**src/rtl/switch_led_groups_sync_if.sv**
```systemverilog
// Board-facing signal bundle for the switch/LED driver: raw switches and
// buttons in, registered LED drive out. Clock and reset stay plain ports.
interface switch_led_groups_sync_if #(
    parameter int NUM_GROUPS = 4,
    parameter int GROUP_W    = 4
);
    localparam int N = NUM_GROUPS * GROUP_W;

    logic [N-1:0]          sw;
    logic [NUM_GROUPS-1:0] btn;
    logic [N-1:0]          led;

    // Board / stimulus side drives the raw inputs and observes the LEDs
    modport master (
        output sw,
        output btn,
        input  led
    );

    // LED driver side consumes the raw inputs and drives the LEDs
    modport slave (
        input  sw,
        input  btn,
        output led
    );
endinterface

```
**src/rtl/switch_led_groups_sync.sv**
```systemverilog
// Registered switch-to-LED driver with per-group button blanking.
// Switches and buttons are synchronised into the clk domain; buttons are
// additionally debounced. Each debounced button blanks its GROUP_W-wide
// LED group. The LED drive comes straight from a register, so no input
// reaches the output combinationally.
// SYNC_STAGES must be at least 2 and DEBOUNCE_CYCLES at least 1.
module switch_led_groups_sync #(
    parameter int NUM_GROUPS      = 4,
    parameter int GROUP_W         = 4,
    parameter int SYNC_STAGES     = 2,
    parameter int DEBOUNCE_CYCLES = 4
) (
    input  logic                     clk,
    input  logic                     rst_n,
    switch_led_groups_sync_if.slave  bus
);
    localparam int N     = NUM_GROUPS * GROUP_W;
    localparam int CNT_W = $clog2(DEBOUNCE_CYCLES) + 1;
    localparam logic [CNT_W-1:0] CNT_MAX = CNT_W'(DEBOUNCE_CYCLES - 1);

    logic [N-1:0]          sw_sync  [SYNC_STAGES];
    logic [NUM_GROUPS-1:0] btn_sync [SYNC_STAGES];
    logic [N-1:0]          sw_s;
    logic [NUM_GROUPS-1:0] btn_s;

    logic [NUM_GROUPS-1:0] btn_d;
    logic [CNT_W-1:0]      cnt [NUM_GROUPS];

    logic [N-1:0]          mask;
    logic [N-1:0]          led_q;

    // Synchroniser chains for the asynchronous switches and buttons
    always_ff @(posedge clk) begin
        if (!rst_n) begin
            for (int i = 0; i < SYNC_STAGES; i++) begin
                sw_sync[i]  <= '0;
                btn_sync[i] <= '0;
            end
        end else begin
            sw_sync[0]  <= bus.sw;
            btn_sync[0] <= bus.btn;
            for (int i = 1; i < SYNC_STAGES; i++) begin
                sw_sync[i]  <= sw_sync[i-1];
                btn_sync[i] <= btn_sync[i-1];
            end
        end
    end

    assign sw_s  = sw_sync[SYNC_STAGES-1];
    assign btn_s = btn_sync[SYNC_STAGES-1];

    // Per-button debouncer: accept a new level only after it has differed
    // from the accepted level for DEBOUNCE_CYCLES consecutive cycles
    always_ff @(posedge clk) begin
        if (!rst_n) begin
            btn_d <= '0;
            for (int g = 0; g < NUM_GROUPS; g++) begin
                cnt[g] <= '0;
            end
        end else begin
            for (int g = 0; g < NUM_GROUPS; g++) begin
                if (btn_s[g] == btn_d[g]) begin
                    cnt[g] <= '0;
                end else if (cnt[g] == CNT_MAX) begin
                    btn_d[g] <= btn_s[g];
                    cnt[g]   <= '0;
                end else begin
                    cnt[g] <= cnt[g] + CNT_W'(1);
                end
            end
        end
    end

    // Spread each debounced button across the LEDs of its group
    always_comb begin
        mask = '0;
        for (int i = 0; i < N; i++) begin
            mask[i] = btn_d[i / GROUP_W];
        end
    end

    // Registered LED drive: switches pass through except in blanked groups
    always_ff @(posedge clk) begin
        if (!rst_n) begin
            led_q <= '0;
        end else begin
            led_q <= sw_s & ~mask;
        end
    end

    assign bus.led = led_q;

endmodule

```
**src/flat_wrapper.sv**
```systemverilog
// flat-port wrapper written by rule: the top's interface ports become plain ports
module switch_led_groups_sync_flat 
#(
    parameter int NUM_GROUPS      = 4,
    parameter int GROUP_W         = 4,
    parameter int SYNC_STAGES     = 2,
    parameter int DEBOUNCE_CYCLES = 4
)
  (clk, rst_n, bus_sw, bus_btn, bus_led);
  switch_led_groups_sync_if #(.NUM_GROUPS(NUM_GROUPS), .GROUP_W(GROUP_W)) bus_i ();
  input  logic clk;
  input  logic rst_n;
  input wire logic [$bits(bus_i.sw)-1:0] bus_sw;
  input wire logic [$bits(bus_i.btn)-1:0] bus_btn;
  output wire logic [$bits(bus_i.led)-1:0] bus_led;
  assign bus_i.sw = bus_sw;
  assign bus_i.btn = bus_btn;
  assign bus_led = bus_i.led;
  switch_led_groups_sync #(.NUM_GROUPS(NUM_GROUPS), .GROUP_W(GROUP_W), .SYNC_STAGES(SYNC_STAGES), .DEBOUNCE_CYCLES(DEBOUNCE_CYCLES)) u_core (.clk(clk), .rst_n(rst_n), .bus(bus_i));
endmodule
```
**config.mk**
```make
export PLATFORM = sky130hd
export DESIGN_NAME = switch_led_groups_sync_flat
export DESIGN_NICKNAME = d
export VERILOG_FILES = /design/src/rtl/switch_led_groups_sync_if.sv /design/src/rtl/switch_led_groups_sync.sv /design/src/flat_wrapper.sv
export SDC_FILE = /design/constraint.sdc
export NUM_CORES = 1
export LEC_CHECK = 0
export CAP_MARGIN = 30
export CELL_PAD_IN_SITES_DETAIL_PLACEMENT = 0
export CELL_PAD_IN_SITES_GLOBAL_PLACEMENT = 1
export CORE_MARGIN = 1
export CORE_UTILIZATION = 33
export DETAILED_ROUTE_END_ITERATION = 10
export PLACE_DENSITY = 0.67
export SYNTH_ARGS = -nofsm -noshare
export SYNTH_HDL_FRONTEND = slang
export SYNTH_SLANG_ARGS = --single-unit
```
**constraint.sdc**
```tcl
create_clock -name clk -period 1.5 [get_ports clk]
set_input_delay 0.225 -clock clk [delete_from_list [all_inputs] [get_ports clk]]
set_output_delay 0.225 -clock clk [all_outputs]
set_load 0.01 [all_outputs]
```
# Word level (Yosys, flattened, before mapping)

Memories as Yosys holds them, arrays and structs flattened.
Index checks and enable logic that the tools add are counted.

Register bits after elaboration: 20
Bits in writable memories: 52
Input port bits: 22
Word-level logic and storage cells: 108
Memories: 3

Add/sub/neg operators: 4
Equal/unequal tests: 8
Mux-type cells: 62
Bitwise logic cells: 22
Reductions and logical operators: 4

Memories:

| name            | depth | width | rd ports | clocked after memory_dff | wr ports | RTL line                     | RTL |
|---|---|---|---|---|---|---|---|
| u_core.sw_sync  | 2     | 16    | 2        | 0                        | 2        | switch_led_groups_sync.sv:21 | `logic [N-1:0] sw_sync [SYNC_STAGES];` |
| u_core.cnt      | 4     | 3     | 4        | 0                        | 4        | switch_led_groups_sync.sv:27 | `logic [CNT_W-1:0] cnt [NUM_GROUPS];` |
| u_core.btn_sync | 2     | 4     | 2        | 0                        | 2        | switch_led_groups_sync.sv:22 | `logic [NUM_GROUPS-1:0] btn_sync [SYNC_STAGES];` |

Operators with widths:

| cell                | count |
|---|---|
| $mux 1              | 46 |
| $mux 3              | 12 |
| $mux 16             | 2 |
| $and 16x16->16      | 1 |
| $not 16->16         | 1 |
| $or 1x1->1          | 16 |
| $add 3x1->3 const B | 4 |
| $eq 3x2->1 const B  | 4 |
| $mux 4              | 2 |
| $reduce_and 2->1    | 4 |
| $eq 1x1->1          | 4 |
| $not 1->1           | 4 |

# Logic depth before layout (Yosys ltp)

Gate-level depths: netlist (run 1).

Depth after elaboration: 7
Mapped depth: 4
Mapped depth without buffers: 4

# Worst setup path before layout (run 1)

OpenSTA, ideal clock, no wires.

Path kind: register -> register
From: memory u_core.cnt[0][0] in the netlist's numbering
To: memory u_core.cnt[0][2] in the netlist's numbering, data pin
Setup time: 182 ps
Data arrival time: 1100 ps
Data required time: 1318 ps
Slack: 219 ps
Cell stages (with the launch flop): 4
Path buffers: 0
Clock period less this slack: 1281 ps
Cells stage by stage: edfxtp_1 -> ha_1 -> ha_1 -> nor4b_1

RTL lines:

| element            | RTL line |
|---|---|
| start: declaration | switch_led_groups_sync.sv:27 |

# Final worst setup path (run 1)

From: register u_core.led_q[6], in the netlist u_core.bus.led[6]
To: output port bus_led[6]

RTL lines:

| element                  | RTL line                     | RTL |
|---|---|---|
| start: declaration       | switch_led_groups_sync.sv:30 | `logic [N-1:0] led_q;` |
| start signal: assignment | switch_led_groups_sync.sv:87 | `led_q <= sw_s & ~mask;` |
| end: declaration         | flat_wrapper.sv:15           | `output wire logic [$bits(bus_i.led)-1:0] bus_led;` |

No word-level cell between the ends.

==> impl_results.md, run 1 <==
- FF-to-FF End: u_core.cnt[1][2]$_SDFFCE_PN0P_
- Final instance area: 0.00308 mm²
- Fmax: 0.699 GHz
- Total power: 4.04 mW
- Leak: 1.23 nW
- Hold path cells: 1
- Slowest CP cell: clkdlybuf4s50_1
- GR Util met1: 9.81%
- Worst Setup Start Kind: register
- Postcts setup bufs: 0
- Worst hold start: u_core.sw_sync[0][26]$_SDFF_PN0_
- Worst setup path category: reg -> out
- Synth Cell Area: 0.00230 mm²
- Mean post-synth cell area: 13.1 µm²
- ANT nets after route: 0
- Vias in the first global route: 1175
- First-pass GRT wire length: 5000 µm
- Final hold violation count: 0
- GP Congestion: 0.651
- Grt ovf: 0
- Clock transition at path regs: 0.07 ns
- Row count: 30
- GR peak layer: met2
- Area Growth Syn to Fin: 34.0%
- Cell taking the most area after synthesis: dfxtp_1
- H-tree Lvls: 3
- Latest clock arrival within the worst-skew pair: 0.34 ns
- Crit-path max FO: 1
- Hold WC Path Type: reg -> reg
- Period Utilization, post-route: 95.4%
- Clock sinks: 72
- Ant. Diodes: 0
- Max Cap Viol: 0
- DP Area: 0.00282 mm²
- Status: completed
- Hold WS: 0.426 ns
- CTS resizes: 0
- Slowest stage delay, CP: 0.55 ns
- Max Slew Vio Count: 0
- Remaining routing DRC violations: 0
- CP Buf/Inv Count: 1
- GRT Overall Usage: 9.53%
- Syn. warnings: 0
- CTS max path bufs: 2
- Setup TNS: 0 ns
- Synthesized flop and latch total: 72
- DRC marker count from the first detailed-route iteration: 28
- Final nets: 261
- Min Tclk post-route: 1.43 ns
- Port Buffers: 37
- Share of layout cells above drive strength 1: 8.47%
- Synth cell types: 15
- RSZ-0062 raised after global routing: false
- Fin worst setup slack: 0.0690 ns
- R2r worst-path depth: 3
- Pwr Density: 1310 mW/mm²
- Vias: 1276
- Post-synth top area share: 52.3%
- Cell count after synthesis: 175
- Critical Path Sink Type: primary output
- Vias/cell: 4.04
- Hold Crit Endpoint: u_core.bus.led[10]$_SDFF_PN0_
- Grt met3 use: 4.67%
- Root Buffer: clkbuf_8
- Hold Buf Count CTS: 0
- Die Y: 85.4 µm
- First-pass DRT Iterations: 2
- Total CTS buffers: 9
- Initial antenna violation count: 0
- Die width: 85.4 µm
- Post-detail-place hpwl: 1970 µm
- Max VDD drop: 674 µV
- Flop2flop setup slack: 0.13 ns
- Final setup violation count: 0
- Die area: 0.00730 mm²
- Worst EP arrival: 1.21 ns
- Largest net degree at the start of global routing: 38
- Worst path cell trace: clkdlybuf4s50_1
- Place WS: 0.0844 ns
- Overall routed net length: 2980 µm
- Largest cells by area after synthesis: dfxtp_1 (52%), edfxtp_1 (16%), and2_1 (15%), ha_1 (4.4%), nor4b_1 (3.1%)
- Clk_skew: 0.00443 ns
- Top-Level Pins: 38
- WP data required: 1.27 ns
- Core ar.: 0.00676 mm²
- Initial core utilization: 34.0%
- Register area share after synthesis: 68.0%
- FILL cells: 648
- CTS tree: yes
- Reg2Reg Launch Point: u_core.cnt[1][0]$_SDFFCE_PN0P_
- Met2 usage: 14.7%
- Drt wl/cell: 9.43 µm
- Top Family by Delay on Critical Path: buffers and inverters
==> registers in the layout, summed over array words and instances, names as in the netlist <==
| name | cells |
|---|---|
| u_core.sw_sync | 32 |
| u_core.bus.led | 16 |
| u_core.cnt | 12 |
| u_core.btn_sync | 8 |
| u_core.btn_d | 4 |
==> metal layers <==
layer	share of wire [%]	wire length [µm]
met1	44	1320
met4	3.6	108
met2	47	1410
met5	0	0
met3	4.9	146
==> synth_stat cells <==
cell type	count
clkbuf_2	2
inv_1	4
xnor2_1	4
and2b_1	4
conb_1	1
nor4b_1	8
and2_1	56
mux2i_1	4
ha_1	8
nor2b_1	4
dfxtp_1	60
buf_2	1
edfxtp_1	12
clkbuf_1	3
nor4bb_1	4
==> where the power goes <==
part	internal (mW)	switching (mW)	total, mW
Sequential	2.04	0.0185	2.06
Clock	1.11	0.673	1.78
Combinational	0.129	0.0705	0.200
==> metrics by stage <==
stage	util (%)	cells
final	45.6	316
after global routing	45.6	316
after CTS	45.5	316
after detailed placement	41.7	300
after global placement	41.7	300
after floorplan	-	186
==> final cells by class <==
cell class	instances	area, µm²	area share (%)
repair buffers	40	405	13.2
well taps	80	100	3.25
flip-flops and latches	72	1560	50.7
inverters	4	15.0	0.488
clock inverters	2	38.8	1.26
multi-input cells	104	742	24.1
clock buffers	14	215	6.99
==> placed cells by master (no fill, tap or decap), types with 4 or more instances in the layout <==
| cell | synthesis | routed |
|---|---|---|
| conb_1 | 1 | 12 |
| clkdlybuf4s50_1 | 0 | 37 |
| nor4b_1 | 8 | 7 |
| clkbuf_8 | 0 | 12 |
| xnor2_1 | 4 | 4 |
| edfxtp_1 | 12 | 12 |
| nor2b_1 | 4 | 4 |
| inv_1 | 4 | 4 |
| and2b_1 | 4 | 4 |
| ha_1 | 8 | 8 |
| and2_1 | 56 | 56 |
| mux2i_1 | 4 | 4 |
| dfxtp_1 | 60 | 60 |
| nor4bb_1 | 4 | 4 |
==> kinds of logic (layout without fill, tap and decap cells) <==
logic type | after synthesis | after routing | share of synthesized area [%]
and+or+nand+nor | 76 | 76 | 22.4
muxes | 4 | 4 | 1.74
buffers and inverters | 10 | 60 | 1.80
other | 1 | 12 | 0.163
DFF | 72 | 72 | 68.0
adders and majority gates | 8 | 8 | 4.36
xor gates and xnor gates | 4 | 4 | 1.52
==> worst max path at each step <==
stage                                   startpoint                             end  slack [ns]  cells after the start
floorplan           u_core.cnt[0][0]$_SDFFCE_PN0P_  u_core.cnt[0][2]$_SDFFCE_PN0P_        0.22                      3
global placement                             rst_n  u_core.cnt[3][2]$_SDFFCE_PN0P_        0.13                      3
detailed placement                           rst_n  u_core.cnt[2][0]$_SDFFCE_PN0P_        0.08                      3
CTS                   u_core.bus.led[6]$_SDFF_PN0_                      bus_led[6]        0.03                      1
global route          u_core.bus.led[6]$_SDFF_PN0_                      bus_led[6]        0.01                      1
finish                u_core.bus.led[6]$_SDFF_PN0_                      bus_led[6]        0.07                      1
No activity file was read; power rests on OpenSTA's default activity.
==> run 2, diff against run 1 <==
- CORE_UTILIZATION: 33 -> 25
- DONT_BUFFER_PORTS: not set -> 1
- PLACE_DENSITY: 0.67 -> 0.47
- clock period: 1.5 -> 1.8 ns (I/O delays scaled with it)
==> run 2 against run 1 <==
  * The flow now finishes with violations (design-rule violations)
  * Routed wire length increased by 9.8%
  * Non-clock buffer count decreased by 40
  * Highest routed layer unchanged
  * Largest power group unchanged
  * Core utilization decreased by 16 points
  * Register-to-register slack improved by 0.20 ns
  * Sequential share of layout area increased by 8.4 points
  * Clock power decreased by 34%
  * First-iteration DRC count decreased by 39%
  * Sequential power decreased by 17%
  * Hold slack got worse by 0.37 ns
  * Critical endpoint is now u_core.cnt[2][2]$_SDFFCE_PN0P_
==> impl_results.md, run 2 (synthesized netlist as in run 1, its figures left out) <==
- Status: finished with violations
- Failing checks: design-rule violations
- FILL cells: 874
- Combinational cell fraction of total power: 2.7%
- Setup TNS: 0 ns
- Initial antenna violation count: 0
- RSZ-0062 raised after global routing: false
- Post-detail-place hpwl: 2220 µm
- Crit-path max FO: 2
- Leak: 1.04 nW
- Row count: 34
- Switching pwr: 0.612 mW
- Final hold violation count: 0
- Drt wl/cell: 10.8 µm
- Overall routed net length: 3270 µm
- Root Buffer: clkbuf_8
- Die area: 0.00958 mm²
- Hold Buf Count CTS: 0
- Worst setup path category: reg -> reg
- Register name with the most flops: u_core.sw_sync
- Remaining routing DRC violations: 3
- Largest net degree at the start of global routing: 61
- Vias in the first global route: 1227
- Grt ovf: 0
- GP Congestion: 0.635
- Postcts setup bufs: 0
- Latest clock arrival within the worst-skew pair: 0.33 ns
- Hold WC Path Type: in -> reg
- Share of layout cells above drive strength 1: 7.65%
- Period Utilization, post-route: 81.9%
- Flop pwr share: 57.8%
- GRT Overall Usage: 7.71%
- Max Cap Viol: 0
- DRC marker count from the first detailed-route iteration: 17
- Worst Setup Start Kind: register
- Clock Power Share: 39.5%
- Max reg flops: 32
- First-pass DRT Iterations: 6
- WP data required: 1.92 ns
- Total CTS buffers: 9
- DP Area: 0.00245 mm²
- Sequential Area: 0.00156 mm²
- Worst EP arrival: 1.59 ns
- Multi-input logic area: 736 µm²
- H-tree Lvls: 3
- Max VDD drop: 481 µV
- Fmax: 0.678 GHz
- Net Sw Frac: 20.5%
- Ant. Diodes: 0
- Pwr Density: 1130 mW/mm²
- Die Y: 97.9 µm
- Final setup violation count: 0
- CTS tree: yes
- Total power: 2.98 mW
- Initial core utilization: 26.1%
- Final nets: 221
- Max Slew Vio Count: 0
- Critical Path Sink Type: register
- Port Buffers: 0
- Die width: 97.9 µm
- Commonest non-fill, non-tap cell in the layout: dfxtp_1
- Area Growth Syn to Fin: 14.9%
- Final instance area: 0.00264 mm²
- CTS max path bufs: 2
- First-pass GRT wire length: 5500 µm
- Vias: 1166
- Pint: 2.37 mW
- Clk_skew: 0.0105 ns
- Top-Level Pins: 38
- Min Tclk post-route: 1.47 ns
- Vias/cell: 3.84
- Clock transition at path regs: 0.07 ns
- Most frequent cells in the layout: dfxtp_1 (60), and2_1 (56), edfxtp_1 (12), conb_1 (12), clkbuf_8 (10)
- Clock sinks: 72
- Core ar.: 0.00881 mm²
- ANT nets after route: 0
- CTS resizes: 0
==> run 2: changes by cell type in the layout (fill, tap and decap cells not counted), sizes merged <==
cell / previous run / this run
buf: 3 / 0
bufinv: 1 / 0
clkbuf: 14 / 12
clkdlybuf4s50: 37 / 0
clkinv: 1 / 3
inv: 4 / 5
==> run 2: stage by stage <==
step	worst slack, ns	hold slack [ns]	cells	util, %
5_1_grt	0.229	0.0227	304	30.0
4_1_cts	0.281	0.0359	304	30.0
2_1_floorplan	0.519	0.397	186	-
6_report	0.326	0.0602	304	30.0
3_3_place_gp	0.489	0.397	288	27.8
3_5_place_dp	0.304	0.398	288	27.8
==> run 2: worst paths after layout <==
kind | from | to | slack, ns | depth (start not counted)
max | u_core.cnt[2][0]$_SDFFCE_PN0P_ | u_core.cnt[2][2]$_SDFFCE_PN0P_ | 0.33 | 3
min reg2reg | u_core.btn_sync[0][3]$_SDFF_PN0_ | u_core.btn_sync[0][7]$_SDFF_PN0_ | 0.42 | 1
max reg2reg | u_core.cnt[2][0]$_SDFFCE_PN0P_ | u_core.cnt[2][2]$_SDFFCE_PN0P_ | 0.33 | 3
min | rst_n | u_core.sw_sync[0][2]$_SDFF_PN0_ | 0.06 | 1
==> run 2: worst max-delay path: stages (launching register included) <==
cell and delay [ns]:
edfxtp_1 0.41, ha_1 0.23, ha_1 0.29, nor4b_1 0.34
==> run 2: power by group through the flow <==
stage | registers, mW | logic (mW) | clock network (mW)
2_1_floorplan | 1.75 | 0.0783 | 0
3_3_place_gp | 1.76 | 0.0749 | 0
3_5_place_dp | 1.76 | 0.0806 | 0
4_1_cts | 1.72 | 0.0806 | 1.23
5_1_grt | 1.73 | 0.0924 | 1.31
6_report | 1.72 | 0.0790 | 1.18
==> run 2: area by class of cell <==
class | count | area share (%)
Sequential cell | 72 | 59.2
Multi-Input combinational cell | 104 | 27.9
Clock buffer | 12 | 6.31
Tap cell | 108 | 5.12
Clock inverter | 4 | 0.948
Inverter | 4 | 0.569
==> run 2: routing by layer <==
metal / up-vias / part of all wire (%) / track usage, %
li1: 589 / - / -
met1: 544 / 40 / 7.59
met2: 27 / 50 / 12.5
met3: 6 / 7.5 / 4.80
met4: 0 / 1.7 / 4.20
met5: - / 0 / 0
==> run 3, diff against run 2 <==
- PLACE_DENSITY: 0.47 -> 0.49
- clock period: 1.8 -> 1.3 ns (I/O delays scaled with it)
==> run 3 against run 2 <==
  * The run still ends with design-rule violations left
  * Maximum frequency grew 15%
  * Worst setup slack worse by 0.30 ns
  * Clock skew is 0.0020 ns lower
  * Design area up 17%
  * First-iteration DRC count rose by 47%
  * Combinational power rose to 3.0 times the previous value
  * Non-clock buffer count up 29
  * Core utilization up 5.2 points
  * Die area did not move
==> impl_results.md, run 3 (synthesized netlist as in run 1, its figures left out) <==
- Status: finished with violations
- Failing checks: design-rule violations
- Drt wl/cell: 10.9 µm
- Vias/cell: 3.80
- Max Cap Viol: 0
- Ant. Diodes: 0
- Most frequent cells in the layout: dfxtp_1 (60), and2_1 (56), dlygate4sd3_1 (20)
- Row count: 34
- Final setup violation count: 0
- H-tree Lvls: 3
- Top-Level Pins: 38
- Flop2flop setup slack: 0.02 ns
- ANT nets after route: 0
- Initial antenna violation count: 0
- GRT Overall Usage: 8.24%
- Die area: 0.00958 mm²
- Commonest non-fill, non-tap cell in the layout: dfxtp_1
- Post-detail-place hpwl: 2060 µm
- Worst setup path category: reg -> reg
- Worst path cell trace: ha_2 -> ha_2 -> nor4b_2
- Layout Cells excl Fill: 333
- CTS max path bufs: 2
- Max Slew Vio Count: 0
- Initial core utilization: 26.1%
- Root Buffer: clkbuf_8
- Max reg flops: 32
- Top Family by Delay on Critical Path: adder cells
- Share of layout cells above drive strength 1: 19.6%
- Dpl cells: 292
- Tightest Pin Transition: 0.559 ns
- Overall routed net length: 3620 µm
- Total power: 4.33 mW
- Period Utilization, post-route: 98.2%
- Fin worst setup slack: 0.0231 ns
- Multi-input logic area: 908 µm²
- Largest net degree at the start of global routing: 45
- Max VDD drop: 549 µV
- Register name with the most flops: u_core.sw_sync
- Sequential Area: 0.00156 mm²
- CP Buf/Inv Count: 0
- Pwr Density: 1400 mW/mm²
- Core ar.: 0.00881 mm²
- Worst EP arrival: 1.44 ns
- First-pass DRT Iterations: 7
- Vias: 1264
- WP data required: 1.46 ns
- Grt ovf: 0
- Die width: 97.9 µm
- Vias in the first global route: 1237
- Util after Layout: 35.2%
- Hold WC Path Type: in -> reg
- Final hold violation count: 0
- Leak: 1.21 nW
- Max_slew headroom: 62.5%
- Total CTS buffers: 9
- Fmax: 0.783 GHz
- Min Tclk post-route: 1.28 ns
- Slowest CP cell: edfxtp_1
- Latest clock arrival within the worst-skew pair: 0.33 ns
- Hold WS: 0.126 ns
- Clock transition at path regs: 0.08 ns
- Critical Path Sink Type: register
- Slowest stage delay, CP: 0.40 ns
- CP most frequent cell: ha_2
- Port Buffers: 0
- FILL cells: 878
- First-pass GRT wire length: 5890 µm
- RSZ-0062 raised after global routing: true
- Place WS: -0.0953 ns
- Area Growth Syn to Fin: 35.0%
- GP Congestion: 0.614
- Worst Setup Start Kind: register
- DRC marker count from the first detailed-route iteration: 25
- Crit-path max FO: 2
- Final nets: 250
- CTS tree: yes
- Clk_skew: 0.00846 ns
- Clock sinks: 72
- Remaining routing DRC violations: 4
- Die Y: 97.9 µm
==> run 3: path summary, 6_finish.rpt <==
kind | from | endpoint | depth (start not counted)
worst max-delay path | u_core.cnt[3][0]$_SDFFCE_PN0P_ | u_core.cnt[3][2]$_SDFFCE_PN0P_ | 3
worst min-delay path | rst_n | u_core.cnt[1][2]$_SDFFCE_PN0P_ | 1
worst max register to register | u_core.cnt[3][0]$_SDFFCE_PN0P_ | u_core.cnt[3][2]$_SDFFCE_PN0P_ | 3
worst min register to register | u_core.sw_sync[0][25]$_SDFF_PN0_ | u_core.bus.led[9]$_SDFF_PN0_ | 1
==> run 3: report_power, final <==
part / total [mW] / internal [mW] / switching, mW
combinational: 0.234 / 0.149 / 0.0849
sequential: 2.38 / 2.35 / 0.0327
clock: 1.71 / 0.869 / 0.845
total: 4.33 / 3.37 / 0.962
==> run 3: metrics by stage <==
step                      area (µm²)   TNS (ns)
after global placement          2480     -0.137
after global routing            3100  -0.000596
final                           3100          0
after CTS                       2980          0
after floorplan                 2340          0
after detailed placement        2480     -0.508
==> run 3: layer usage <==
metal	track usage, %	routed length, µm
met2	12.6	1840
met4	4.90	48
met5	0	0
met3	3.94	137
met1	9.30	1600
==> run 3: repair_timing <==
| action | 4_1_cts | 5_1_grt |
|---|---|---|
| hold endpoints to repair | 44 | 0 |
| pin swaps | 8 | 7 |
| setup buffers | 4 | 0 |
| resized for setup | 13 | 16 |
| setup endpoints to repair | 12 | 11 |
| hold buffers | 21 | 0 |
==> run 3: cell type report <==
class | instances | area share (%)
clock buffer | 11 | 5.25
tap | 108 | 4.36
sequential | 72 | 50.4
inverter | 4 | 0.484
multi-input combinational | 104 | 29.3
timing repair buffer | 29 | 9.16
clock inverter | 5 | 1.09
